**src/rtl/gelato_fetch_scheduler.sv**
```systemverilog
// gelato_fetch_scheduler: round-robin per-warp instruction fetch request scheduler
// Ports: clk/rst_n (async active-low) clock and reset; rdy global enable (low freezes everything);
//   launch_* starts a warp at a PC; update_* writes back a warp's next PC and clears its pending fetch;
//   exit_* retires a warp; fetch_valid/fetch_ready/fetch_pc/fetch_warp registered fetch offer and
//   handshake; active_count number of active warps.
module gelato_fetch_scheduler #(
    parameter int NUM_WARPS = 8,
    parameter int PC_WIDTH  = 32,
    localparam int WARP_W   = $clog2(NUM_WARPS)
) (
    input  logic                clk,
    input  logic                rst_n,
    input  logic                rdy,
    input  logic                launch_valid,
    input  logic [WARP_W-1:0]   launch_warp,
    input  logic [PC_WIDTH-1:0] launch_pc,
    input  logic                update_valid,
    input  logic [WARP_W-1:0]   update_warp,
    input  logic [PC_WIDTH-1:0] update_pc,
    input  logic                exit_valid,
    input  logic [WARP_W-1:0]   exit_warp,
    output logic                fetch_valid,
    input  logic                fetch_ready,
    output logic [PC_WIDTH-1:0] fetch_pc,
    output logic [WARP_W-1:0]   fetch_warp,
    output logic [WARP_W:0]     active_count
);
    logic [NUM_WARPS-1:0] active, pending, active_nx, pending_nx, elig;
    logic [PC_WIDTH-1:0]  pc [NUM_WARPS];
    logic [WARP_W-1:0]    rr_ptr, pick, idx;
    logic [WARP_W:0]      count_nx;
    logic                 found, xfer, launch_ok, update_ok, exit_ok, exit_hit;

    assign xfer      = rdy & fetch_valid & fetch_ready;
    assign launch_ok = launch_valid & ~active[launch_warp];
    assign update_ok = update_valid & active[update_warp];
    assign exit_ok   = exit_valid & active[exit_warp];
    assign exit_hit  = exit_ok & (exit_warp == fetch_warp);

    // Exit is applied last so it wins over update, launch and a same-edge transfer.
    always_comb begin
        active_nx  = active;
        pending_nx = pending;
        if (launch_ok) begin
            active_nx[launch_warp]  = 1'b1;
            pending_nx[launch_warp] = 1'b0;
        end
        if (update_ok) pending_nx[update_warp] = 1'b0;
        if (xfer) pending_nx[fetch_warp] = 1'b1;
        if (exit_ok) begin
            active_nx[exit_warp]  = 1'b0;
            pending_nx[exit_warp] = 1'b0;
        end
        count_nx = '0;
        for (int i = 0; i < NUM_WARPS; i++)
            count_nx = count_nx + (WARP_W+1)'(active_nx[i]);
    end

    // Pick uses pre-edge state; the warp handed off this edge is not yet pending, so mask it.
    always_comb begin
        elig = active & ~pending;
        if (xfer) elig[fetch_warp] = 1'b0;
        found = 1'b0;
        pick  = '0;
        idx   = '0;
        for (int i = 0; i < NUM_WARPS; i++) begin
            idx = rr_ptr + WARP_W'(i);
            if (!found && elig[idx]) begin
                found = 1'b1;
                pick  = idx;
            end
        end
    end

    always_ff @(posedge clk or negedge rst_n) begin
        if (!rst_n) begin
            active       <= '0;
            pending      <= '0;
            rr_ptr       <= '0;
            fetch_valid  <= 1'b0;
            fetch_pc     <= '0;
            fetch_warp   <= '0;
            active_count <= '0;
            for (int i = 0; i < NUM_WARPS; i++) pc[i] <= '0;
        end else if (rdy) begin
            active       <= active_nx;
            pending      <= pending_nx;
            active_count <= count_nx;
            if (launch_ok) pc[launch_warp] <= launch_pc;
            if (update_ok) pc[update_warp] <= update_pc;
            if (xfer) rr_ptr <= fetch_warp + 1'b1;
            if (xfer || !fetch_valid) begin
                fetch_valid <= found;
                fetch_pc    <= pc[pick];
                fetch_warp  <= pick;
            end else if (exit_hit) begin
                fetch_valid <= 1'b0;
            end
        end
    end
endmodule

```
**config.mk**
```make
export PLATFORM = sky130hd
export DESIGN_NAME = gelato_fetch_scheduler
export DESIGN_NICKNAME = d
export VERILOG_FILES = /design/src/rtl/gelato_fetch_scheduler.sv
export SDC_FILE = /design/constraint.sdc
export NUM_CORES = 1
export LEC_CHECK = 0
export BUFFER_PORTS_ARGS = -buffer_cell sky130_fd_sc_hd__buf_2
export CAP_MARGIN = 20
export CORE_MARGIN = 2
export CORE_UTILIZATION = 45
export CTS_CLUSTER_DIAMETER = 30
export DETAILED_ROUTE_END_ITERATION = 7
export HOLD_SLACK_MARGIN = 0.1
export MAX_ROUTING_LAYER = met4
export SETUP_SLACK_MARGIN = 0.15
export SYNTH_ARGS = -nofsm -noshare
export SYNTH_HDL_FRONTEND = slang
export SYNTH_SLANG_ARGS = --single-unit
```
**constraint.sdc**
```tcl
create_clock -name clk -period 7.2 [get_ports clk]
set_input_delay 1.44 -clock clk [delete_from_list [all_inputs] [get_ports clk]]
set_output_delay 1.44 -clock clk [all_outputs]
set_load 0.005 [all_outputs]
```
Yosys cells after proc, flatten, opt, wreduce, memory -nomap -nowiden
Cells that the tools add are included.

Bits of input ports: 80. Output and inout bits: 40. Word-level logic and storage cells: 168. Flip-flop bits (word level): 315.

Reductions and logical operators: 26. $add $sub $neg: 15. Bitwise logic cells: 23. Muxes and demuxes: 67. Eq/ne operators: 1. Magnitude comparators: 21.

Operators with widths (count): 256-bit two-way mux (3); 256-bit bitwise mux (2); 32-bit demux with 3-bit select (2); 32-bit two-way mux (4); 32-bit binary-select mux with 3-bit select (1); 8-bit two-way mux (7); 8-bit bitwise AND (6); 3-bit by 4-bit < comparator with 1-bit output, second input constant (12); 8-bit NOT (5); 1-bit binary-select mux with 3-bit select (11); 1-bit two-way mux (25); 3-bit two-way mux (8); 4-bit by 1-bit adder with 4-bit output (4); 8-bit bitwise OR (2); 1-bit logical AND (13); 3-bit adder, second input constant (4); 1-bit demux with 3-bit select (4); 3-bit by 1-bit >= comparator with 1-bit output, second input constant (4); 4-bit >= comparator, second input constant (3); 3-bit NOT with 4-bit output (3); 1-bit logical NOT (8); 4-bit by 1-bit < comparator with 1-bit output, second input constant (2); 3-bit by 1-bit adder with 3-bit output, second input constant (2); 3-bit by 2-bit adder with 3-bit output, second input constant (2); 9 further kinds (16).

Logic depth before layout (Yosys ltp)
Gate-level depths: netlist of run 1.

Word-level depth: 35. Gate-level depth with buffers: 19. Gate-level depth less buffers: 18.

Worst setup path before layout of run 1
OpenSTA, ideal clock, no wires.

Kind: input to register. From: input launch_warp[2]. To: register active_count[2]. Library setup time: 0.125 ns. Arrival time: 5.483 ns. Stages on the path: 18. Path slack: 1.592 ns. Required time: 7.075 ns. Buffers on the path: 2. Path through: clkbuf_1 -> nor2_1 -> a22o_1 -> a21oi_1 -> nand3_1 -> or3b_2 -> clkbuf_1 -> inv_1 -> o22ai_1 -> fa_1 -> fa_1 -> fa_1 -> inv_1 -> ha_1 -> inv_1 -> fa_1 -> xnor2_1 -> mux2_2.

Cells in the longest elaborated chain, start to end: 15. Elaborated cells on any way between the ends: 20. Those cells by class: add/sub: 7; order compare: 2; mux: 6; bitwise: 4; reduce/logical: 1.

Ends and longest elaborated chain: from (decl) (RTL line 15) `input logic [WARP_W-1:0] launch_warp,`; 3-bit by 4-bit < comparator with 1-bit output (not written as such) / 3-bit by 1-bit >= comparator with 1-bit output (equally long branches) (RTL line 45) `active_nx[launch_warp] = 1'b1;`; 1-bit logical AND (not written as such) (RTL line 45); 1-bit two-way mux (not written as such) (RTL line 45); 1-bit demux with 3-bit select (RTL line 45); 8-bit bitwise OR (no line); 8-bit two-way mux (*) (RTL line 44) `if (launch_ok) begin`; 8-bit bitwise AND (no line); 8-bit two-way mux (*) (RTL line 50) `if (exit_ok) begin`; 1-bit by 1-bit adder with 2-bit output (RTL line 56) `count_nx = count_nx + (WARP_W+1)'(active_nx[i]);`; 2-bit by 1-bit adder with 3-bit output (RTL line 56); 3-bit by 1-bit adder with 4-bit output (RTL line 56); 4-bit by 1-bit adder with 4-bit output (3 in a row) (RTL line 56); 4-bit by 1-bit adder with 4-bit output (*) (RTL line 56); to (signal assigned) (RTL line 88) `active_count <= count_nx;`; to (decl) (RTL line 26) `output logic [WARP_W:0] active_count`.

Every way passes the cells marked *; elsewhere a longest branch is shown, timed or not. The select of a mux whose other input is x is not followed. A chain may end at the register's enable or synchronous reset.

Worst setup path after layout of run 1
From: input launch_warp[1]. To: register active_count[2].

The elaborated chain is that of the path after synthesis.

==> flow_summary.toml, run 1 <==
[outcome]
status = "completed"

[global_route]
grt_pass1_vias = 16200
track_usage_pct = 31.0
grt_start_max_net_pins = 211
grt_overflow = 0
grt_pass1_wl_microns = 96500
antenna_found_initial = 6

[synthesis]
synth_top_area_share_pct = 44.6
synthArstFlopShare_pct = 100
yosysMostFrequentCell = "a21oi_1"
synthCells = 1960
ys_seq_area_share_pct = 44.6
synth_top_area_cell = "dfrtp_1"
yosysWarnings = 0
synth-edff-count = 0
synth_area_per_cell_sq_um = 9.01
syn-cell-area_sq_um = 17700
synth.distinct_cells = 73
synth-seq-cells = 315
synth_flop_cell = "dfrtp_1"
synth_common_cells = "a21oi_1 (321), dfrtp_1 (315), nor2_1 (273)"
synthesis.nets = 2050
netlist_top_cells_area = "dfrtp_1 (45%), o22ai_1 (9.4%), a21oi_1 (9.1%)"

[detailed_routing]
firstDrtPassIters = 5
highest_layer = "met4"
avgRoutedWirePerCell_microns = 24.2
final_antenna_net_count = 0
via_per_inst = 6.38
wl_microns = 61600
wl_met3_microns = 4610
drt_iter0_drc = 1719
drc = 0
vias = 16200
wl_met1_microns = 26500
route.met2.wl_microns = 28800

[hold_path]
hold_path_class = "flop to flop"

[timing]
rsz0062_at_grt = "false"
tns_ns = 0
slew_headroom_pct = 22.9
worstMarginPinSlew_ns = 1.16
finClkSkew_ns = 0.0257
drv_slew = 0
fin_hold_ws_ns = 0.472
fmax_mhz = 182
min_period_over_period_pct = 76.2
hold_viol = 0
min_period_ns = 5.48
setup_violations = 0

[setup_path]
crit_arrival_ns = 5.95
critPathKind = "input port to flop"
cp-end-kind = "flop"
start_kind = "input port"
required_ns = 7.67
crit_fanout = 34

[cells_and_area]
ff_latch_area_sq_um = 7880
nets = 2050
final_cells = 2546
multi_input_area_sq_um = 8680
num-fill-cells = 3516
drive_above_1_share_pct = 22.8
area_growth_pct = 19.1
fin_area_sq_um = 21000

[power]
clkPwrFrac_pct = 25.6
ir_drop_uv = 727
switching_share_pct = 42.3
intPower_uw = 8060
powerDensity_nw_per_um2 = 664
power_uw = 14000
seq_power_share_pct = 21.2
switchingPower_uw = 5900
static-leakage-power_uw = 0.00874
pwr-share-comb_pct = 53.2

[clocking]
cts_buffers = 81
clock-root-buffer = "clkbuf_16"
cts_tree = "built"
cts_hold_buf = 0
clkSinkCount = 315
insertion_delay_ns = 0.60
ctsResizeCount = 0
cts.path.max_buffers = 3
htree_levels = 3
clk_transition_reported_paths_ns = 0.04
post_cts_buffers = 0

[die]
die_area_sq_um = 40900
initial_core_util_pct = 45.6
die_x_microns = 202
core_sq_um = 38700
ioPinCount = 120
num_rows = 72
die_h_microns = 202

[job]
cap_violations = 0

[placed_design]
dp_hpwl_microns = 33900
placed_cell_area_sq_um = 18300
io_buffer_count = 119
placed_cells = 2394
globalplace.congestion = 0.879
## power by group through the flow
stage	clock, uW	combinational [uW]	sequential [uW]
2_1_floorplan	0	5760	2810
3_3_place_gp	0	7280	2950
3_5_place_dp	0	7360	2960
4_1_cts	3610	7380	2950
5_1_grt	3720	8020	3050
6_report	3570	7420	2970
## layout make-up
cell class,count,share of cell area [%]
Clock inverter,34,1.74
Clock buffer,111,11.2
Inverter,25,0.446
Tap cell,518,3.08
Timing Repair Buffer,158,4.70
Antenna cell,6,0.0714
Sequential cell,315,37.5
Multi-Input combinational cell,1379,41.3
## stage by stage
stage	setup slack [ns]	utilization (%)
global placement	1.16	47.2
finish	1.72	54.3
CTS	1.73	54.2
floorplan	1.59	-
global route	1.47	54.3
detailed placement	1.14	47.2
## per-layer routing
layer | track usage [%] | up-vias
met1 | 41.7 | 8163
met2 | 46.8 | 787
met5 | - | -
li1 | - | 7167
met4 | 11.9 | 0
met3 | 5.80 | 124
## final timing paths
check,from,end,slack [ns],cells past startpoint
hold reg to reg,pending[0],pending[0],0.47,2
setup reg to reg,rr_ptr[0],fetch_pc[1],2.29,12
hold / removal,pending[0],pending[0],0.47,2
max in group asynchronous,rst_n,pc[43],4.98,2
min in group asynchronous,rst_n,rr_ptr[0],0.86,1
setup / recovery,launch_warp[1],active_count[2],1.72,20
## logic make-up (layout without fill, tap and decap cells)
family | Yosys count | after routing | synth area share (%)
AO/OA/AOI/OAI | 778 | 778 | 28.6
multiplexers | 108 | 108 | 7.94
flip-flops | 315 | 315 | 44.6
buffers and inverters | 266 | 328 | 6.36
AND/OR/NAND/NOR | 475 | 475 | 11.2
XOR/XNOR | 8 | 8 | 0.397
adder cells (fa/ha/maj) | 10 | 10 | 0.878
other | 0 | 6 | 0
## critical path: stages
cell	delay, ns
buf_2	0.21
mux2i_1	0.21
nor2_1	0.05
a31oi_1	0.14
nor2_1	0.07
a21oi_1	0.15
nand3_1	0.12
or3b_2	0.48
buf_4	0.31
inv_1	0.13
o22ai_1	0.10
fa_1	0.49
fa_1	0.51
fa_1	0.41
inv_1	0.06
ha_1	0.17
inv_1	0.07
fa_1	0.42
xnor2_1	0.13
mux2_2	0.26
## layout by cell type, fill, tap and decap left out, types with 5 or more instances in the layout
cell / count
a21oi_1: 321
dfrtp_1: 315
nor2_1: 273
o22ai_1: 266
nand2_1: 142
buf_2: 117
clkbuf_16: 84
mux2_2: 57
o21ai_0: 53
a32o_1: 34
buf_4: 33
o211ai_2: 30
a22oi_2: 27
inv_1: 23
mux2i_1: 17
clkbuf_8: 17
mux4_2: 15
clkinv_2: 15
clkbuf_1: 11
and2_1: 9
mux2_4: 9
clkinvlp_4: 9
nand2b_1: 8
nand3_1: 8
mux2_1: 8
diode_2: 6
a22oi_1: 6
ha_1: 6
bufinv_16: 6
nor2b_1: 5
xnor2_1: 5
buf_12: 5
## registers in the layout, indices dropped and copies added (netlist names)
register / cells
active: 8
active_count: 4
fetch_pc: 32
fetch_valid: 1
fetch_warp: 3
pc: 256
pending: 8
rr_ptr: 3
Note: power is estimated with default switching activity, not from simulation.
==> inputs of run 2 (changes only) <==
--- a/config.mk
+++ b/config.mk
@@ -5,6 +5,7 @@
 export SDC_FILE = /design/constraint.sdc
 export NUM_CORES = 1
 export LEC_CHECK = 0
+export ABC_AREA = 1
 export BUFFER_PORTS_ARGS = -buffer_cell sky130_fd_sc_hd__buf_2
 export CAP_MARGIN = 20
 export CORE_MARGIN = 2
==> constraint.sdc (replaced) <==
create_clock -name clk -period 5.5 [get_ports clk]
set_input_delay 1.1 -clock clk [delete_from_list [all_inputs] [get_ports clk]]
set_output_delay 1.1 -clock clk [all_outputs]
set_load 0.005 [all_outputs]
==> run 2 against run 1 <==
Effect of this change:
- register-to-register slack worse by 1.4 ns
- setup slack worse by 0.80 ns
- clock power up 50%
- non-clock buffer count up 8
- sequential cell count unchanged
- synthesized area up 18%
- synthesized cell count up 62%
- via count up 39%
- clock skew about the same
- core utilization up 0.16 points
- critical path depth down 2
- count of clock-buffer cells in the layout up 33
- critical path type is now flop to flop
- critical endpoint is now fetch_pc[18]
==> flow_summary.toml, run 2 <==
[timing]
worstMarginPinSlew_ns = 1.16
slew_headroom_pct = 23.0
tns_ns = 0
min_period_over_period_pct = 83.3
drv_slew = 0
hold_viol = 0
min_period_ns = 4.58
fmax_mhz = 218
worst_slack_ns = 0.917
finClkSkew_ns = 0.0262
rsz0062_at_grt = "false"
setup_violations = 0

[job]
cap_violations = 0

[synthesis]
synth_compound_area_share_pct = 21.7
synthesis.nets = 3264
synthCells = 3174
synth_top_area_share_pct = 37.7
synthArstFlopShare_pct = 100
yosys-mux-area-fraction_pct = 0
synth_fa_ha_area_share_pct = 0.742
synth_area_per_cell_sq_um = 6.58
yosysWarnings = 0
ys_seq_area_share_pct = 37.7
syn-cell-area_sq_um = 20900
netlist_top_cells_area = "dfrtp_1 (38%), nand2_1 (14%), o21ai_0 (13%)"
synth-seq-cells = 315
synth_xor_area_share_pct = 0.329
yosysMostFrequentCell = "nand2_1"
synth_top_area_cell = "dfrtp_1"
synth.distinct_cells = 38
synth_flop_cell = "dfrtp_1"
yosys.area_share.simple_pct = 27.8
synth_top_family_by_area = "simple AND/OR/NAND/NOR gates"
synth_common_cells = "nand2_1 (753), o21ai_0 (547), inv_1 (322)"
synth-edff-count = 0

[die]
die_x_microns = 220
die_h_microns = 220
num_rows = 78
core_sq_um = 45600
initial_core_util_pct = 45.9
die_area_sq_um = 48200
ioPinCount = 120

[cells_and_area]
final_cell_mix = "nand2_1 (748), o21ai_0 (547), nand3_1 (320)"
top_regs = "pc (256), fetch_pc (32)"
area_growth_pct = 18.8
drive_above_1_share_pct = 11.1
largest_reg_flops = 256
nets = 3256
top_register = "pc"
final_common_cell = "nand2_1"
final_core_util_pct = 54.5

[clocking]
cts_tree = "built"
clk_transition_reported_paths_ns = 0.04
clock-root-buffer = "clkbuf_16"
cts_hold_buf = 0
post_cts_buffers = 0
insertion_delay_ns = 0.63
clkSinkCount = 315
cts_buffers = 97
htree_levels = 3
cts.path.max_buffers = 3
ctsResizeCount = 0

[power]
powerDensity_nw_per_um2 = 819
ir_drop_uv = 2290
static-leakage-power_uw = 0.0113

[hold_path]
holdPathStages = 2
min-delay-start = "fetch_pc[25]"
hold_path_class = "flop to flop"
worstHoldEndpoint = "fetch_pc[25]"

[detailed_routing]
via_per_inst = 5.85
avgRoutedWirePerCell_microns = 20.9
drt_iter0_drc = 2518
firstDrtPassIters = 6
vias = 22600
wl_microns = 80700
drc = 0
final_antenna_net_count = 0

[global_route]
grt_overflow = 0
grt_start_max_net_pins = 247
antenna_found_initial = 11
grt_pass1_vias = 21400
track_usage_pct = 34.6
grt_pass1_wl_microns = 124000

[placed_design]
io_buffer_count = 119
dp_hpwl_microns = 41500
globalplace.congestion = 0.960
pre_cts_ws_ns = 0.372

[setup_path]
required_ns = 6.00
r2r_slack_ns = 0.92
crit_fanout = 65
worst_path_most_repeated_cell = "nand2_1"
reg2reg_from = "rr_ptr[1]"
slowest_stage = "buf_4"
cpPeakStageDelay_ns = 0.83
start_kind = "flop"
r2r-end = "fetch_pc[18]"
worstPathCellList = "clkinv_1 -> ha_1 -> inv_1 -> nand3_1 -> nand3_1 -> nand2_1 -> inv_2 -> nand4_4 -> nor2_4 -> nand3_2 -> nand2_1 -> o21ai_4 -> buf_4 -> nand3_1 -> nand3_1 -> nand2_1 -> nand2_1 -> nand2_1"
crit_arrival_ns = 5.08
cp-end-kind = "flop"
critPathKind = "flop to flop"
reg2reg_depth = 18

[outcome]
status = "completed"
==> run 2: area by class of cell <==
cell class / instances / area, sq um
clock buffer: 144 / 2850
inverter: 330 / 1240
fill: 4464 / 20700
timing repair buffer: 166 / 1060
tap: 600 / 751
multi-input combinational: 2256 / 10700
clock inverter: 35 / 345
antenna: 10 / 25.0
sequential: 315 / 7880
==> run 2: per-stage QoR <==
stage	hold slack, ns	instances	power (uW)	instance area, sq um
3_5_place_dp	0.462	3667	14800	21600
6_report	0.469	3856	20300	24800
4_1_cts	0.475	3846	20200	24800
5_1_grt	0.495	3855	21800	24800
3_3_place_gp	0.457	3667	14700	21600
2_1_floorplan	0.465	3174	11500	20900
==> run 2: critical path: cells and delay by family (launching register included) <==
family | cells | cell delay [ns]
flip-flops | 1 | 0.57
AND/OR/NAND/NOR | 12 | 1.54
adder cells (fa/ha/maj) | 1 | 0.62
buffers and inverters | 4 | 1.54
AO/OA/AOI/OAI | 1 | 0.15
==> run 2: kinds of logic (layout without fill, tap and decap cells) <==
logic type                 after synthesis  in the layout
and+or+nand+nor                       1408           1408
xor gates and xnor gates                 7              7
AOI/OAI and AO/OA                      831            831
other                                    0             10
DFF                                    315            315
adders and majority gates               10             10
buffers and inverters                  603            675
==> run 2: how the worst max path moves through the flow <==
stage	to	slack [ns]	from	cells past startpoint
floorplan	active_count[2]	0.62	launch_warp[2]	19
global placement	active_count[2]	0.44	launch_warp[0]	18
detailed placement	active_count[2]	0.37	launch_warp[2]	18
CTS	fetch_pc[1]	1.02	rr_ptr[0]	18
global route	fetch_pc[3]	0.62	rr_ptr[1]	18
finish	fetch_pc[18]	0.92	rr_ptr[1]	18
==> run 2: power breakdown <==
part | switching, uW | total, uW | internal [uW]
Sequential | 357 | 3310 | 2960
Combinational | 8070 | 11600 | 3570
Clock | 1620 | 5370 | 3760
Total | 10000 | 20300 | 10300
==> run 2: routing by layer <==
layer / part of all wire (%) / up-vias / global-route usage (%)
met3: 9.2 / 201 / 5.92
met4: 3.4 / 0 / 14.5
met5: 0 / - / -
li1: - / 10500 / -
met1: 42 / 10700 / 45.3
met2: 46 / 1121 / 53.2
